<file path="src/rtl/demux_lane_deserializer.sv">
// demux_lane_deserializer
// Reassembles the two lane bit streams coming out of a 1-bit demux into
// WIDTH-bit words, LSB first. Each lane has a shift register, a bit counter, a
// one-word holding register with a valid/ready handshake, and a sticky overflow
// flag.
//
// Ports
//   clk, rst               : clock, synchronous active-high reset
//   bit_valid, sel, y0, y1 : one bit per strobe; sel picks the lane (y1 if sel=1, else y0)
//   out0_data/valid/ready  : lane 0 word output handshake
//   out1_data/valid/ready  : lane 1 word output handshake
//   ovf0, ovf1             : sticky flags, set when a lane completes a word while its holding register is full
module demux_lane_deserializer #(
  parameter int unsigned WIDTH = 8
) (
  input  logic             clk,
  input  logic             rst,
  input  logic             bit_valid,
  input  logic             sel,
  input  logic             y0,
  input  logic             y1,
  output logic [WIDTH-1:0] out0_data,
  output logic             out0_valid,
  input  logic             out0_ready,
  output logic [WIDTH-1:0] out1_data,
  output logic             out1_valid,
  input  logic             out1_ready,
  output logic             ovf0,
  output logic             ovf1
);

  localparam int unsigned LANES = 2;
  localparam int unsigned CW    = (WIDTH > 2) ? $clog2(WIDTH) : 1;
  localparam logic [CW-1:0] CNT_LAST = CW'(WIDTH - 1);

  logic [LANES-1:0][WIDTH-1:0] sr_q;
  logic [LANES-1:0][CW-1:0]    cnt_q;
  logic [LANES-1:0][WIDTH-1:0] out_data_q;
  logic [LANES-1:0]            out_valid_q;
  logic [LANES-1:0]            ovf_q;

  logic                        bit_c;
  logic [LANES-1:0]            ready_c;
  logic [LANES-1:0]            accept_c;
  logic [LANES-1:0]            complete_c;
  logic [LANES-1:0]            free_c;
  logic [LANES-1:0][WIDTH-1:0] word_c;

  // Per-lane decode of the incoming bit and the holding-register state
  always_comb begin
    bit_c   = sel ? y1 : y0;
    ready_c = {out1_ready, out0_ready};
    for (int l = 0; l < int'(LANES); l++) begin
      accept_c[l]   = bit_valid && (sel == (l == 1));
      word_c[l]     = {bit_c, sr_q[l][WIDTH-1:1]};
      complete_c[l] = accept_c[l] && (cnt_q[l] == CNT_LAST);
      // Free if empty or draining on this very edge
      free_c[l]     = !out_valid_q[l] || ready_c[l];
    end
  end

  // Lane state: assembly, holding register, overflow
  always_ff @(posedge clk) begin
    if (rst) begin
      sr_q        <= '0;
      cnt_q       <= '0;
      out_data_q  <= '0;
      out_valid_q <= '0;
      ovf_q       <= '0;
    end else begin
      for (int l = 0; l < int'(LANES); l++) begin
        if (accept_c[l]) begin
          sr_q[l]  <= word_c[l];
          cnt_q[l] <= complete_c[l] ? '0 : cnt_q[l] + CW'(1);
        end
        if (complete_c[l] && free_c[l]) begin
          out_data_q[l]  <= word_c[l];
          out_valid_q[l] <= 1'b1;
        end else begin
          if (out_valid_q[l] && ready_c[l]) begin
            out_valid_q[l] <= 1'b0;
          end
          // Word completed with the holder occupied: drop it, keep old data
          if (complete_c[l]) begin
            ovf_q[l] <= 1'b1;
          end
        end
      end
    end
  end

  assign out0_data  = out_data_q[0];
  assign out0_valid = out_valid_q[0];
  assign out1_data  = out_data_q[1];
  assign out1_valid = out_valid_q[1];
  assign ovf0       = ovf_q[0];
  assign ovf1       = ovf_q[1];

endmodule
</file>
<file path="config.mk">
export PLATFORM = sky130hd
export DESIGN_NAME = demux_lane_deserializer
export DESIGN_NICKNAME = d
export VERILOG_FILES = /design/src/rtl/demux_lane_deserializer.sv
export SDC_FILE = /design/constraint.sdc
export NUM_CORES = 1
export LEC_CHECK = 0
export BUFFER_PORTS_ARGS = -buffer_cell sky130_fd_sc_hd__clkbuf_2
export CORE_MARGIN = 5
export CORE_UTILIZATION = 50
export DETAILED_ROUTE_END_ITERATION = 10
export GPL_ROUTABILITY_DRIVEN = 1
export GPL_TIMING_DRIVEN = 0
export PLACE_DENSITY = 0.71
export SLEW_MARGIN = 20
export SYNTH_ARGS = -nofsm -noshare
export SYNTH_HDL_FRONTEND = slang
export SYNTH_SLANG_ARGS = --single-unit
</file>
<file path="constraint.sdc">
create_clock -name clk -period 3 [get_ports clk]
set_input_delay 0.15 -clock clk [delete_from_list [all_inputs] [get_ports clk]]
set_output_delay 0.15 -clock clk [all_outputs]
set_load 0.005 [all_outputs]
</file>
Yosys cells after proc, flatten, opt, wreduce, memory -nomap -nowiden
Cells that the tools add are included.
{ "word_totals": {"input_bits": 8, "elab_cells": 40, "regBits": 42, "output_inout_bits": 20} }
{ "op_classes": {"reduce_logical": 16, "eq_ne": 2, "n_addsub": 2, "mux": 7, "n_bitwise": 3} }
{ "op_table": {"columns": ["cell", "count"], "rows": [
  ["logical AND 1 bit", 8],
  ["adder 3 x 1 -> 3 bit (second input constant)", 2],
  ["== test 3 bit (second input constant)", 2],
  ["2-to-1 mux 3 bit", 2],
  ["2-to-1 mux 1 bit", 5],
  ["AND reduction 2 bit", 2],
  ["nonzero test 2 bit", 2],
  ["inverter 1 bit", 3],
  ["logical NOT 1 bit", 2],
  ["logical OR 1 bit", 2]
]} }

Logic depth before layout (Yosys ltp)
{ "logic_depth": {"depth_word": 6, "mapped_depth": 6, "depth_no_buf": 5} }

Worst setup path before layout
No wires, ideal clock.
{ "synth_path": {"kind": "reg-to-reg", "from": "register cnt_q[3] (netlist bit)", "to": "register cnt_q[3] (netlist bit)", "setup_ns": 0.128, "t_required_ns": 2.872, "setup_slack_ns": 1.768, "synth_period_minus_slack_ns": 1.232, "t_arrival_ns": 1.105, "n_path_buf": 1, "path_stages_with_launch": 7, "cell_sequence": "dfxtp_1 ha_1 ha_1 clkbuf_1 nor2_1 mux2i_1 nor2_1"} }
{ "synth_via": {"elab_chain_len": 3, "word_cells_on_any_way": 4, "classes_between": "add/sub: 1; eq/ne: 1; mux: 1; reduce/logical: 1"} }
{ "synth_rtl": {"columns": ["element", "line", "source"], "rows": [
  ["start, declared", "37", "logic [LANES-1:0][CW-1:0] cnt_q;"],
  ["start signal, assigned by index", "74", "cnt_q[l] <= complete_c[l] ? '0 : cnt_q[l] + CW'(1);"],
  ["parallel branches: the longest is 2 deep, another holds adder 3 x 1 -> 3 bit", null, null],
  ["2-to-1 mux 3 bit (*)", "74", null]
]} }
Mark *: on every way between the ends.
A chain may end at the register's enable or synchronous reset.

Final worst setup path
{ "layout_path": {"from": "register cnt_q[3] (netlist bit)", "to": "register out_data_q, in the netlist out1_data[1]"} }
{ "layout_via": {"elab_chain_len": 3} }
{ "layout_rtl": {"columns": ["element", "line", "source"], "rows": [
  ["== test 3 bit", "56", "complete_c[l] = accept_c[l] && (cnt_q[l] == CNT_LAST);"],
  ["logical AND 1 bit", "56", null],
  ["logical AND 1 bit", "76", "if (complete_c[l] && free_c[l]) begin"],
  ["end signal, assigned by index", "77", "out_data_q[l] <= word_c[l];"],
  ["end, declared", "38", "logic [LANES-1:0][WIDTH-1:0] out_data_q;"]
]} }
No other way between the ends.

==> flow_metrics.py <==
metrics = {
    "status": {
        "status": "completed",
    },
    "clock_tree": {
        "cts_root_buffer": "clkbuf_4",
        "cts.sinks": 40,
        "cts_setup_buffers": 0,
        "holdBufCountCts": 0,
        "clkLatencyLatePin_ps": 350,
        "cts_resized": 0,
        "cts_max_level": 2,
        "numCtsBuffers": 5,
        "clock_path_buffers": 2,
        "cts.clk_slew.worst_paths_ps": 120,
        "cts_tree": "done",
    },
    "yosys": {
        "synth_fp_nets": 195,
        "synth_area_um2": 1600,
        "netlist_instances": 183,
        "ys_ff_latch": 40,
        "yosysTopAreaCellShare_pct": 49.9,
        "synth_area_leaders": "dfxtp_1 50%, a21oi_1 8.4%, nand2_1 8.4%",
        "synth.distinct_cells": 24,
        "ys_seq_area_share_pct": 49.9,
        "syn_avg_cell_area_um2": 8.77,
        "synth.largest_area_cell": "dfxtp_1",
        "ys_warn_count": 0,
    },
    "routing": {
        "drt-initial-drc-count": 84,
        "wl_per_cell_um": 12.5,
        "via_count": 1326,
        "post_drt_via_cell_ratio": 5.08,
        "routed_wl_um": 3260,
        "drc": 0,
        "ant_nets": 0,
        "first_pass_iters": 4,
    },
    "critical_path": {
        "path_cells": "ha_1 -> ha_1 -> clkbuf_1 -> nand4_1 -> a21oi_1",
        "critPathMostFrequentCell": "ha_1",
        "max_stage_delay_ps": 370,
        "end_kind": "register",
        "cp.required_ps": 3270,
        "path_max_fanout": 10,
        "start_kind": "register",
        "cp.arrival_ps": 1710,
        "slowest_stage": "dfxtp_1",
        "critical_path_class": "register to register",
    },
    "sta": {
        "max_freq_mhz": 691,
        "max_slew_margin_pct": 67.7,
        "finalMaxSlewViolations": 0,
        "skew_ps": 10.9,
        "tightest_slew_ps": 484,
        "rsz0062_at_grt": "false",
        "finalHoldViolCount": 0,
        "min_period_over_period_pct": 48.3,
        "finalSetupTns_ps": 0,
        "setup_viol": 0,
        "period_minus_slack_ps": 1450,
    },
    "die": {
        "dieArea_um2": 4440,
        "coreArea_um2": 3080,
        "ios": 28,
        "die-height_um": 66.6,
        "die_x_um": 66.6,
        "initial_core_util_pct": 52.1,
        "rows": 20,
    },
    "final_layout": {
        "fin_area_um2": 1860,
        "drive_gt1_share_pct": 18.4,
        "fillers": 301,
        "final_common_cell": "dfxtp_1",
        "syn_to_final_growth_pct": 15.9,
        "final_nets": 229,
        "diodes": 0,
        "fin_util_pct": 60.4,
        "mostFrequentLayoutCells": "40 x dfxtp_1, 36 x nand2_1, 28 x clkbuf_2",
    },
    "power": {
        "vdd_drop_max_v": 0.000321,
        "power_density_nw_per_um2": 476,
        "power_mw": 0.884,
        "leakagePower_nw": 0.706,
    },
    "place": {
        "gp_congestion": 0.783,
        "port_buffers": 27,
        "dp_hpwl_um": 2430,
        "placed_area_um2": 1790,
    },
    "global_route": {
        "grt.total_usage_pct": 16.9,
        "grt_remaining_overflow": 0,
        "grt_pass1_wl_um": 5710,
        "antenna_found_initial": 0,
        "grt_pass1_vias": 1296,
        "grt_max_degree": 12,
    },
    "job": {
        "drv_cap": 0,
    },
    "hold_path": {
        "hp-class": "input pin to register",
    },
}
[cell usage after synthesis]
library cell / instances
buf_4: 2
nand2b_1: 19
a31oi_1: 1
clkbuf_1: 8
nor2b_1: 1
inv_1: 1
clkbuf_2: 1
nand4_1: 7
dfxtp_1: 40
nand2_1: 36
ha_1: 4
buf_6: 1
nand3_1: 1
or2_0: 1
o21ai_0: 7
and2_1: 1
and3_1: 1
a21oi_1: 27
nor2b_2: 1
buf_2: 1
a41oi_1: 1
mux2i_1: 12
nand3b_1: 2
nor2_1: 7
[sequential cells by signal, indices dropped and copies added, names as in the netlist]
signal       flops
cnt_q            6
out0_data        8
out_valid_q      2
ovf_q            2
out1_data        8
sr_q            14
[worst paths after layout]
check                           startpoint      endpoint  slack, ps  depth (start not counted)
worst max-delay path              cnt_q[3]  out1_data[1]       1550                          5
worst min-delay path                    y0       sr_q[7]         40                          3
worst max register to register    cnt_q[3]  out1_data[1]       1550                          5
worst min register to register    cnt_q[1]      cnt_q[1]        470                          2
[worst max-delay path, delay by kind of cell, from the launching register on]
family / cells / cell delay [ps]
flops: 1 / 370
buf+inv: 1 / 350
fa+ha+maj: 2 / 340
compound gates: 1 / 170
simple gates: 1 / 150
[cell type report]
cell class              instances  area [um2]  area share (%)
flip-flops and latches         40         801            43.1
multi-input cells             129         733            39.4
repair buffers                 27         135            7.27
plain buffers                  13        66.3            3.57
clock buffers                   7        65.1            3.50
well taps                      44        55.1            2.96
inverters                       1        3.75           0.202
[stage by stage]
stage               instances  worst slack, ps  hold WS (ps)
floorplan                 183             1770           286
global placement          254             1630           402
detailed placement        254             1570           408
CTS                       261             1540          40.7
global route              261             1390          49.5
finish                    261             1550          38.4
[per-layer routing]
layer	global-route usage [%]	wire length, um
met4	8.63	63
met3	4.22	211
met2	27.8	1530
met5	0	0
met1	20.3	1450
[logic make-up after synthesis]
kind of cell	share of synthesized area, %
flip-flops	49.9
multiplexers	7.49
AND/OR/NAND/NOR	23.6
adder cells (fa/ha/maj)	3.12
buffers and inverters	4.37
AO/OA/AOI/OAI	11.5
[power by group]
part / switching [mW] / internal (mW) / total (mW)
Sequential: 0.00334 / 0.536 / 0.539
Combinational: 0.0292 / 0.0189 / 0.0480
Clock: 0.164 / 0.133 / 0.297
Total: 0.197 / 0.687 / 0.884
(Power assumes the default switching activity.)
